--- src/rtl/serial_adder_ctrl.sv ---
// Bit-serial WIDTH-bit adder: operands are shifted out LSB-first through a
// two-half-adder full-add stage with a registered carry, under start/busy/done.

module half_adder (
    input  logic a,
    input  logic b,
    output logic s,
    output logic c
);
    assign s = a ^ b;
    assign c = a & b;
endmodule

module serial_adder_ctrl #(
    parameter int WIDTH = 8
) (
    input  logic             clk,
    input  logic             rst,
    input  logic             start,
    input  logic [WIDTH-1:0] a_in,
    input  logic [WIDTH-1:0] b_in,
    output logic             busy,
    output logic             done,
    output logic [WIDTH-1:0] sum_out,
    output logic             cout_out
);
    localparam int CNT_W = $clog2(WIDTH);
    localparam logic [CNT_W-1:0] LAST_BIT = CNT_W'(WIDTH - 1);

    typedef enum logic [1:0] {
        IDLE,
        RUN,
        DONE
    } state_t;

    state_t           state;
    logic [WIDTH-1:0] sa;
    logic [WIDTH-1:0] sb;
    logic [WIDTH-1:0] res;
    logic             carry;
    logic [CNT_W-1:0] cnt;

    logic             p_lo;
    logic             g_lo;
    logic             s_bit;
    logic             g_hi;
    logic             carry_next;

    // Full add of the current LSBs: propagate/generate from the operand bits,
    // then fold in the stored carry with the second half adder.
    half_adder u_ha_lo (
        .a (sa[0]),
        .b (sb[0]),
        .s (p_lo),
        .c (g_lo)
    );

    half_adder u_ha_hi (
        .a (p_lo),
        .b (carry),
        .s (s_bit),
        .c (g_hi)
    );

    assign carry_next = g_lo | g_hi;

    // NOTE: every register here is updated with <= so all of them see the
    // pre-edge values of sa/sb/carry/res; blocking assignments would let the
    // shift and the carry update race each other within one edge.
    always_ff @(posedge clk or posedge rst) begin
        if (rst) begin
            state    <= IDLE;
            busy     <= 1'b0;
            done     <= 1'b0;
            sum_out  <= '0;
            cout_out <= 1'b0;
            sa       <= '0;
            sb       <= '0;
            res      <= '0;
            carry    <= 1'b0;
            cnt      <= '0;
        end else begin
            case (state)
                IDLE: begin
                    done <= 1'b0;
                    if (start) begin
                        sa    <= a_in;
                        sb    <= b_in;
                        res   <= '0;
                        carry <= 1'b0;
                        cnt   <= '0;
                        busy  <= 1'b1;
                        state <= RUN;
                    end
                end

                RUN: begin
                    carry <= carry_next;
                    res   <= {s_bit, res[WIDTH-1:1]};
                    sa    <= sa >> 1;
                    sb    <= sb >> 1;
                    cnt   <= cnt + CNT_W'(1);
                    // Result registers move only on the final bit so the
                    // outputs never expose a partially shifted sum.
                    if (cnt == LAST_BIT) begin
                        sum_out  <= {s_bit, res[WIDTH-1:1]};
                        cout_out <= carry_next;
                        done     <= 1'b1;
                        busy     <= 1'b0;
                        state    <= DONE;
                    end
                end

                DONE: begin
                    done <= 1'b0;
                    if (start) begin
                        sa    <= a_in;
                        sb    <= b_in;
                        res   <= '0;
                        carry <= 1'b0;
                        cnt   <= '0;
                        busy  <= 1'b1;
                        state <= RUN;
                    end else begin
                        state <= IDLE;
                    end
                end

                default: begin
                    busy  <= 1'b0;
                    done  <= 1'b0;
                    state <= IDLE;
                end
            endcase
        end
    end
endmodule

--- config.mk ---
export PLATFORM = sky130hd
export DESIGN_NAME = serial_adder_ctrl
export DESIGN_NICKNAME = d
export VERILOG_FILES = /design/src/rtl/serial_adder_ctrl.sv
export SDC_FILE = /design/constraint.sdc
export NUM_CORES = 1
export LEC_CHECK = 0
export CELL_PAD_IN_SITES_DETAIL_PLACEMENT = 1
export CELL_PAD_IN_SITES_GLOBAL_PLACEMENT = 1
export CORE_MARGIN = 2
export CORE_UTILIZATION = 43
export CTS_BUF_LIST = sky130_fd_sc_hd__clkbuf_8
export DETAILED_ROUTE_END_ITERATION = 10
export GPL_ROUTABILITY_DRIVEN = 0
export MAX_ROUTING_LAYER = met4
export PLACE_DENSITY = 0.83
export SLEW_MARGIN = 10
export SYNTH_ARGS = -nofsm -noshare
export SYNTH_HDL_FRONTEND = slang
export SYNTH_SLANG_ARGS = --single-unit
--- constraint.sdc ---
create_clock -name clk -period 2 [get_ports clk]
set_clock_uncertainty 0.05 [all_clocks]
set_input_delay 0.4 -clock clk [delete_from_list [all_inputs] [get_ports clk]]
set_output_delay 0.4 -clock clk [all_outputs]
set_load 0.01 [all_outputs]
==> results.cfg <==
[pwr]
vdd_drop_max_mv = 0.7547
p_per_area_mw_per_mm2 = 1527
p_leak_nw = 0.9751
power.total_mw = 3.313

[setup_path]
cp-start-kind = flip-flop
crit_top_cell = ha_1
crit_arrival_ps = 1790
crit_path_end_kind = flip-flop
path_cells = ha_1, ha_1, nand2_2, mux2_2
cp_top_family = adder cells
critPathMaxFanout = 10
endpoint = sum_out[0]$_DFFE_PP0P_
crit_path_top_delay_cell = dfrtp_1
crit_buf_inv = 0
crit_required_ps = 2110
crit_start = cnt[0]$_DFFE_PP0P_
rrSetupSlack_ps = 320
cpPeakStageDelay_ps = 420
r2r_start = cnt[0]$_DFFE_PP0P_
crit_cells = 4
regToRegEndpoint = sum_out[0]$_DFFE_PP0P_
ff2ff_path_depth = 4
critPathKind = flip-flop to flip-flop

[timing]
tightest_slew_ps = 558.7
setup_tns_ps = 0
period_share_pct = 83.77
hold_slack_ps = 456.7
hold_violations = 0
slew_viol_final = 0
rsz0062_at_grt = no
finalCriticalPeriod_ps = 1675
setup_viol = 0
relSlewSlack_pct = 62.76
fmax_mhz = 596.9

[detailed_routing]
drc = 0
drt-pass1-iter-count = 4
drt_iter0_markers = 72
drtAntennaViolNets = 0
vias_per_cell = 5.459
dr_total_vias = 1261
wirelength_um = 3850
routedWlPerCell_um = 16.67

[outcome]
outcome = finished, final reports clean

[cts]
cts_hold_buf = 0
clock-root-buffer = clkbuf_8
htreeDepth = 2
cts_max_path_buffers = 2
worstSkewPairLatency_ps = 280
cts_buffers = 5
cts-resized-gates = 0
post_cts_buffers = 0
cts.clk_slew.worst_paths_ps = 80
cts.sinks = 40
tritoncts = built

[grt]
grt_max_degree = 41
grt_pass1_wl_um = 6348
grt_use_total_pct = 19.03
grt_use_met1_pct = 23.56
use_met2_pct = 31.31
grt_overflow_total = 0
grtUsageMet3_pct = 2.961
antenna_found_initial = 0
grt.busiest_layer = met2
grt_pass1_vias = 1345

[die]
die_h_um = 68.10
ios = 30
start_util_pct = 44.49
die_area_mm2 = 0.004638
core-area_mm2 = 0.003971
rows = 23
die_w_um = 68.10

[finish]
fillers = 438
area.sequential_mm2 = 0.001001
fin_nets = 203
n_antenna_cell = 0
area_growth_pct = 22.80
multiInputGateArea_um2 = 685.7
drive_gt1_share_pct = 17.68
fin_area_mm2 = 0.002170

[min_path]
hold_class = flip-flop to flip-flop

[place]
postPlaceCellArea_mm2 = 0.002092
hpwl_um = 2793
io_buffers = 29

[logic_synthesis]
netlist_area_mm2 = 0.001767
synth_cell_types = 27
avgSynthCellArea_um2 = 11.94
synth_seq_cells = 40
synth_edf_count = 0
synth-async-reset-ratio_pct = 100.0
synth_warnings = 0
syn_inst = 148
synth_seq_area_share_pct = 56.66
synth_ff_type = dfrtp_1
synth_nets = 170

[flow_run]
cap_violations = 0
routing by layer:
layer / up-vias / routed length (um) / share of wire, %
met5: - / 0 / 0
met4: 0 / 34 / 0.88
met3: 2 / 93 / 2.4
met2: 20 / 2057 / 53
met1: 648 / 1665 / 43
li1: 591 / - / -
cell usage after synthesis (all sizes together), types with 2 or more instances:
cell,instances,share of area (%)
dfrtp,40,57
nor2,18,4.0
mux2,15,9.8
nor3,12,3.4
o22ai,12,4.2
buf,9,4.1
a22o,8,4.0
o21ai,7,2.0
nand2,6,1.4
nand2b,5,2.2
nand3,3,0.85
ha,2,1.4
inv,2,0.43
mux2i,2,1.1
logic make-up (layout without fill, tap and decap cells):
family / after synthesis / in the layout / share of synthesized area (%)
AOI/OAI and AO/OA: 29 / 29 / 11.19
and+or+nand+nor: 47 / 47 / 13.67
buffers and inverters: 11 / 44 / 4.532
xor gates and xnor gates: 1 / 1 / 0.4958
muxes: 17 / 17 / 10.91
adders and majority gates: 3 / 3 / 2.549
DFF: 40 / 40 / 56.66
cell type report:
class / count / area share (%)
Multi-Input combinational cell: 97 / 31.60
Timing Repair Buffer: 35 / 15.46
Clock buffer: 5 / 3.172
Inverter: 2 / 0.3460
Sequential cell: 40 / 46.14
Tap cell: 50 / 2.884
Clock inverter: 2 / 0.4037
placed cells by master, fill, tap and decap left out, drive strengths merged:
master / instances
xnor2: 1
nor2b: 1
mux2i: 2
and2b: 1
a22o: 8
clkbuf: 5
nand2: 6
and3b: 1
nor2: 18
inv: 3
nand3: 3
nor3: 12
fa: 1
clkinv: 1
dfrtp: 40
o21ai: 7
o22ai: 12
a221o: 1
ha: 2
clkdlybuf4s50: 29
a22oi: 1
buf: 6
mux2: 15
nand2b: 5
flip-flops by register name (all words and copies together) (netlist names):
name      cells
sa            8
sb            8
sum_out       8
res           7
cnt           3
state         2
busy          1
carry         1
cout_out      1
done          1
per-stage QoR:
step | utilization [%] | setup slack [ps] | instances
after floorplan | - | 525.1 | 148
after global placement | 52.68 | 320.3 | 224
after detailed placement | 52.68 | 255.1 | 224
after CTS | 54.63 | 322.3 | 231
after global routing | 54.63 | 244.1 | 231
final | 54.63 | 324.6 | 231
worst min path at each step:
| stage | depth (start not counted) | slack, ps | start | end |
|---|---|---|---|---|
| floorplan | 2 | 420 | sb[6]$_DFFE_PP0P_ | sb[6]$_DFFE_PP0P_ |
| global placement | 2 | 440 | sb[3]$_DFFE_PP0P_ | sb[3]$_DFFE_PP0P_ |
| detailed placement | 2 | 440 | sb[6]$_DFFE_PP0P_ | sb[6]$_DFFE_PP0P_ |
| CTS | 2 | 460 | sb[6]$_DFFE_PP0P_ | sb[6]$_DFFE_PP0P_ |
| global route | 1 | 470 | sum_out[7]$_DFFE_PP0P_ | sum_out[7]$_DFFE_PP0P_ |
| finish | 2 | 460 | sb[6]$_DFFE_PP0P_ | sb[6]$_DFFE_PP0P_ |
worst min-delay path: stages, from the launching register on:
cell and delay [ps]:
dfrtp_1 350, nand3_1 70, nand2_1 60
report_power, final:
| group | leakage (nW) | internal, mW | switching, mW |
|---|---|---|---|
| clock network | 0.0452 | 0.232 | 0.259 |
| logic | 0.431 | 0.761 | 0.638 |
| registers | 0.499 | 1.18 | 0.247 |
Power figures use the tool's default switching activity.
==> RTL edit 1 (same flow settings) <==
The parameter `WIDTH` goes from 8 to 4.
--- a/src/rtl/serial_adder_ctrl.sv
+++ b/src/rtl/serial_adder_ctrl.sv
@@ -13,5 +13,5 @@
 
 module serial_adder_ctrl #(
-    parameter int WIDTH = 8
+    parameter int WIDTH = 4
 ) (
     input  logic             clk,
Interface: changed (resized a_in, b_in and sum_out); port bits go from 30 to 18. The function was not compared with the original's and may differ.
==> RTL edit 1 against the unedited design <==
Sequential cell count fell by 17. Combinational power fell by 34%. First-iteration DRC count fell by 82%. Via count fell by 48%. Register-to-register slack improved by 0.25 ns. Routed wire length fell by 48%. Synthesized area fell by 45%. Worst hold slack got worse by 0.036 ns. Total power fell by 38%. Design area fell by 44%. Setup slack improved by 0.071 ns.
==> RTL edit 1: results <==
{
  "port_buffers": 17,
  "clk_share_pct": 3.70,
  "n_all_buffers": 19,
  "max_stage_delay_ns": 0.54,
  "use_met2_pct": 31.2,
  "busiest_layer": "met2",
  "antenna-diode-count": 0,
  "top_regs": "sa: 4 flops, sb: 4 flops, sum_out: 4 flops",
  "cp_data_arrival_time_ns": 1.15,
  "grt_use_total_pct": 18.5,
  "synth_xor_area_share_pct": 0.904,
  "clock_sinks": 23,
  "nonClkBufAreaFrac_pct": 15.2,
  "multi_input_area_share_pct": 30.4,
  "fillers": 237,
  "syn_nets": 89,
  "synth_mux_area_share_pct": 8.79,
  "cts.htree.levels": 1,
  "drt_iter0_drc": 13,
  "n_clock_buffer": 3,
  "synth_area_leaders": "dfrtp_1 (59%), mux2_4 (7.8%), a22o_1 (7.2%)",
  "seq_area_um2": 576,
  "yosysWarnings": 0,
  "synth_common_cells": "dfrtp_1 (23), a22o_1 (8), nor2_1 (8)",
  "ys_types": 23,
  "pwr-share-seq_pct": 41.5,
  "ir_worst_vdd_v": 0.000862,
  "grt_pass1_wl_mm": 3.33,
  "postCtsSetupBuffers": 0,
  "routed_wl_mm": 1.99,
  "synth_compound_area_share_pct": 12.8,
  "grt_max_degree": 24,
  "p_sw_uw": 732,
  "vias": 651,
  "crit_fanout": 2,
  "status": "finished, final reports clean",
  "yosysSeqAreaShare_pct": 59.4,
  "n_all_inverters": 2,
  "dieArea_um2": 2650,
  "worst_pin_slew_ns": 0.289,
  "nets": 110,
  "cpMaxStageDelayCell": "clkdlybuf4s50_1",
  "critPathTopFamily": "buffers and inverters",
  "cts_resized": 0,
  "grt_use_met1_pct": 21.6,
  "hpwlAfterDp_mm": 1.37,
  "drive_gt1_share_pct": 14.6,
  "async_flop_share_pct": 100,
  "hp-class": "in -> async",
  "use_met3_pct": 2.05,
  "clk_pin_slew_ns": 0.08,
  "drtPass1Iterations": 4,
  "worstSkewPairLatency_ns": 0.26,
  "grt_pass1_vias": 706,
  "synthAdderAreaFrac_pct": 3.36,
  "placed_area_um2": 1170,
  "nMultiInputCombCells": 48,
  "p_comb_uw": 922,
  "p_leak_uw": 0.000560
}
==> RTL edit 1: changes by cell type in the layout (fill, tap and decap cells not counted), sizes merged, moves of 2 or more <==
cell,unedited run,this run
nand2b,5,2
mux2,15,5
nand3,3,0
o22ai,12,5
buf,6,2
o21ai,7,2
dfrtp,40,23
nor2,18,9
nand2,6,3
clkbuf,5,3
clkdlybuf4s50,29,17
nor3,12,5
==> RTL edit 1: worst register-to-register path, delay by kind of cell, from the launching register on <==
family	cells	cell delay [ns]
simple gates	2	0.52
flops	1	0.43
mux	1	0.32
==> RTL edit 1: cells by family (layout without fill, tap and decap cells) <==
group / Yosys count / after routing
buffers and inverters: 5 / 25
and+or+nand+nor: 22 / 22
muxes: 6 / 6
DFF: 23 / 23
xor gates and xnor gates: 1 / 1
AOI/OAI and AO/OA: 17 / 17
adders and majority gates: 2 / 2
==> RTL edit 1: through the flow <==
step	util, %	cells	hold slack [ns]	power [uW]	setup WS, ns
3_3_place_gp	54.1	120	0.412	1720	0.338
6_report	56.2	124	0.421	2060	0.396
4_1_cts	56.2	124	0.434	2080	0.379
2_1_floorplan	-	76	0.352	1460	0.699
3_5_place_dp	54.1	120	0.429	1770	0.303
5_1_grt	56.2	124	0.462	2190	0.343
==> RTL edit 1: final timing paths <==
path | from | end | slack [ns] | cells past startpoint
min | rst | state[1] | 0.42 | 3
max | done | done | 0.40 | 1
min reg2reg | busy | busy | 0.43 | 2
min in group clk | busy | busy | 0.43 | 2
max in group asynchronous | rst | state[0] | 1.26 | 3
max reg2reg | state[1] | sum_out[3] | 0.57 | 3
==> RTL edit 1: per-layer routing <==
metal	up-vias	share of wire (%)
met5	-	0
met4	0	1.2
met3	4	1.8
met2	8	52
met1	331	45
li1	308	-
==> RTL edit 2 (config.mk and constraints unchanged) <==
Made on the original files. Re-encode `state_t` (3 states) as one-hot, 3 bits wide.
--- a/src/rtl/serial_adder_ctrl.sv
+++ b/src/rtl/serial_adder_ctrl.sv
@@ -28,8 +28,8 @@
     localparam logic [CNT_W-1:0] LAST_BIT = CNT_W'(WIDTH - 1);
 
-    typedef enum logic [1:0] {
-        IDLE,
-        RUN,
-        DONE
+    typedef enum logic [2:0] {
+        IDLE = 3'b001,
+        RUN  = 3'b010,
+        DONE = 3'b100
     } state_t;
 
Behaviour: same outputs for any inputs over 10 cycles, from zero or initial values and one cycle with rst high; not proved beyond that.
==> RTL edit 2 against the unedited design <==
Sequential cell count up 1. Routed wire length is 27% higher. Sequential power is 9% lower. Total power up 12%. Setup slack got worse by 0.22 ns. Sequential share of layout area fell by 6.8 points. Synthesized area rose by 18%. Highest routed layer unchanged. Design area is 20% higher. Critical path type unchanged.
==> RTL edit 2: results <==
{
  "vias": 1566,
  "ir_worst_vdd_v": 0.000533,
  "hpwlAfterDp_mm": 3.47,
  "crit_fanout": 11,
  "grt_pass1_vias": 1661,
  "cpMaxStageDelayCell": "dfstp_2",
  "synth_area_leaders": "dfrtp_1 (48%), a31oi_4 (7.2%), mux2_2 (5.4%)",
  "whs_ns": 0.408,
  "fin_cells": 264,
  "synthCells": 169,
  "wire_per_inst_um": 18.5,
  "cp_data_arrival_time_ns": 2.06,
  "critPathTopFamily": "simple AND/OR/NAND/NOR gates",
  "hp-class": "in -> async",
  "p_leak_uw": 0.00109,
  "fin_crit_sh_pct": 94.8,
  "status": "finished, final reports clean",
  "max_stage_delay_ns": 0.68,
  "drt_iter0_drc": 92,
  "yosysSeqAreaShare_pct": 49.4,
  "grt_use_total_pct": 20.9,
  "relSlewSlack_pct": 67.9,
  "syn_nets": 191,
  "nets": 231,
  "regToRegSetupSlack_ns": 0.10,
  "ys_types": 38
}
RTL edit 2: changes by cell type in the layout (fill, tap and decap cells not counted), sizes merged, moves of 9 or more:
cell	delta
nor2	-18
nor3	-12
nand3	+11
buf	+15
o22ai	-12
nor4	+14
o21ai	+9
a31oi	+15
RTL edit 2: cell families (layout without fill, tap and decap cells):
kind of cell,count (synthesis),count (layout),share of synthesized area (%)
compound gates,49,49,21.8
simple gates,44,44,14.0
flops,41,41,49.4
buf+inv,20,61,6.44
mux,10,10,5.42
fa+ha+maj,3,3,2.17
xor+xnor,2,2,0.843
RTL edit 2: report_power, final:
part | switching (uW) | leakage, uW | internal (uW) | total [uW]
Sequential | 211 | 0.000520 | 1080 | 1290
Clock | 302 | 0.0000543 | 373 | 675
Combinational | 923 | 0.000511 | 836 | 1760
RTL edit 2: path summary, 6_finish.rpt:
kind | start | to | cells past startpoint
max reg2reg | state[0] | sa[3] | 4
min in group clk | done | done | 1
min reg2reg | done | done | 1
min | rst | cnt[2] | 3
max in group asynchronous | rst | state[0] | 3
max | state[0] | sa[3] | 4
RTL edit 2: layout make-up:
class	count	share of cell area, %
clock inverter	3	1.77
inverter	3	0.623
clock buffer	5	2.63
sequential	41	39.3
timing repair buffer	50	17.6
multi-input combinational	108	35.4
tap	54	2.59
RTL edit 2: per-layer routing:
metal / routed length, um / share of wire (%) / vias to the layer above / global-route usage (%)
met2: 2600 / 53 / 26 / 35.2
met5: 0 / 0 / - / -
met3: 153 / 3.1 / 5 / 4.25
met1: 2090 / 43 / 810 / 25.1
li1: - / - / 725 / -
met4: 48 / 0.98 / 0 / 6.67
RTL edit 2: per-stage QoR:
stage,instance area (um^2),util [%]
finish,2610,55.7
global route,2610,55.7
CTS,2610,55.7
detailed placement,2500,53.2
floorplan,2080,-
global placement,2500,53.2
RTL edit 2: tightest hold or removal path, stage by stage:
cell	delay [ns]
clkdlybuf4s50_1	0.40
inv_1	0.09
buf_12	0.23
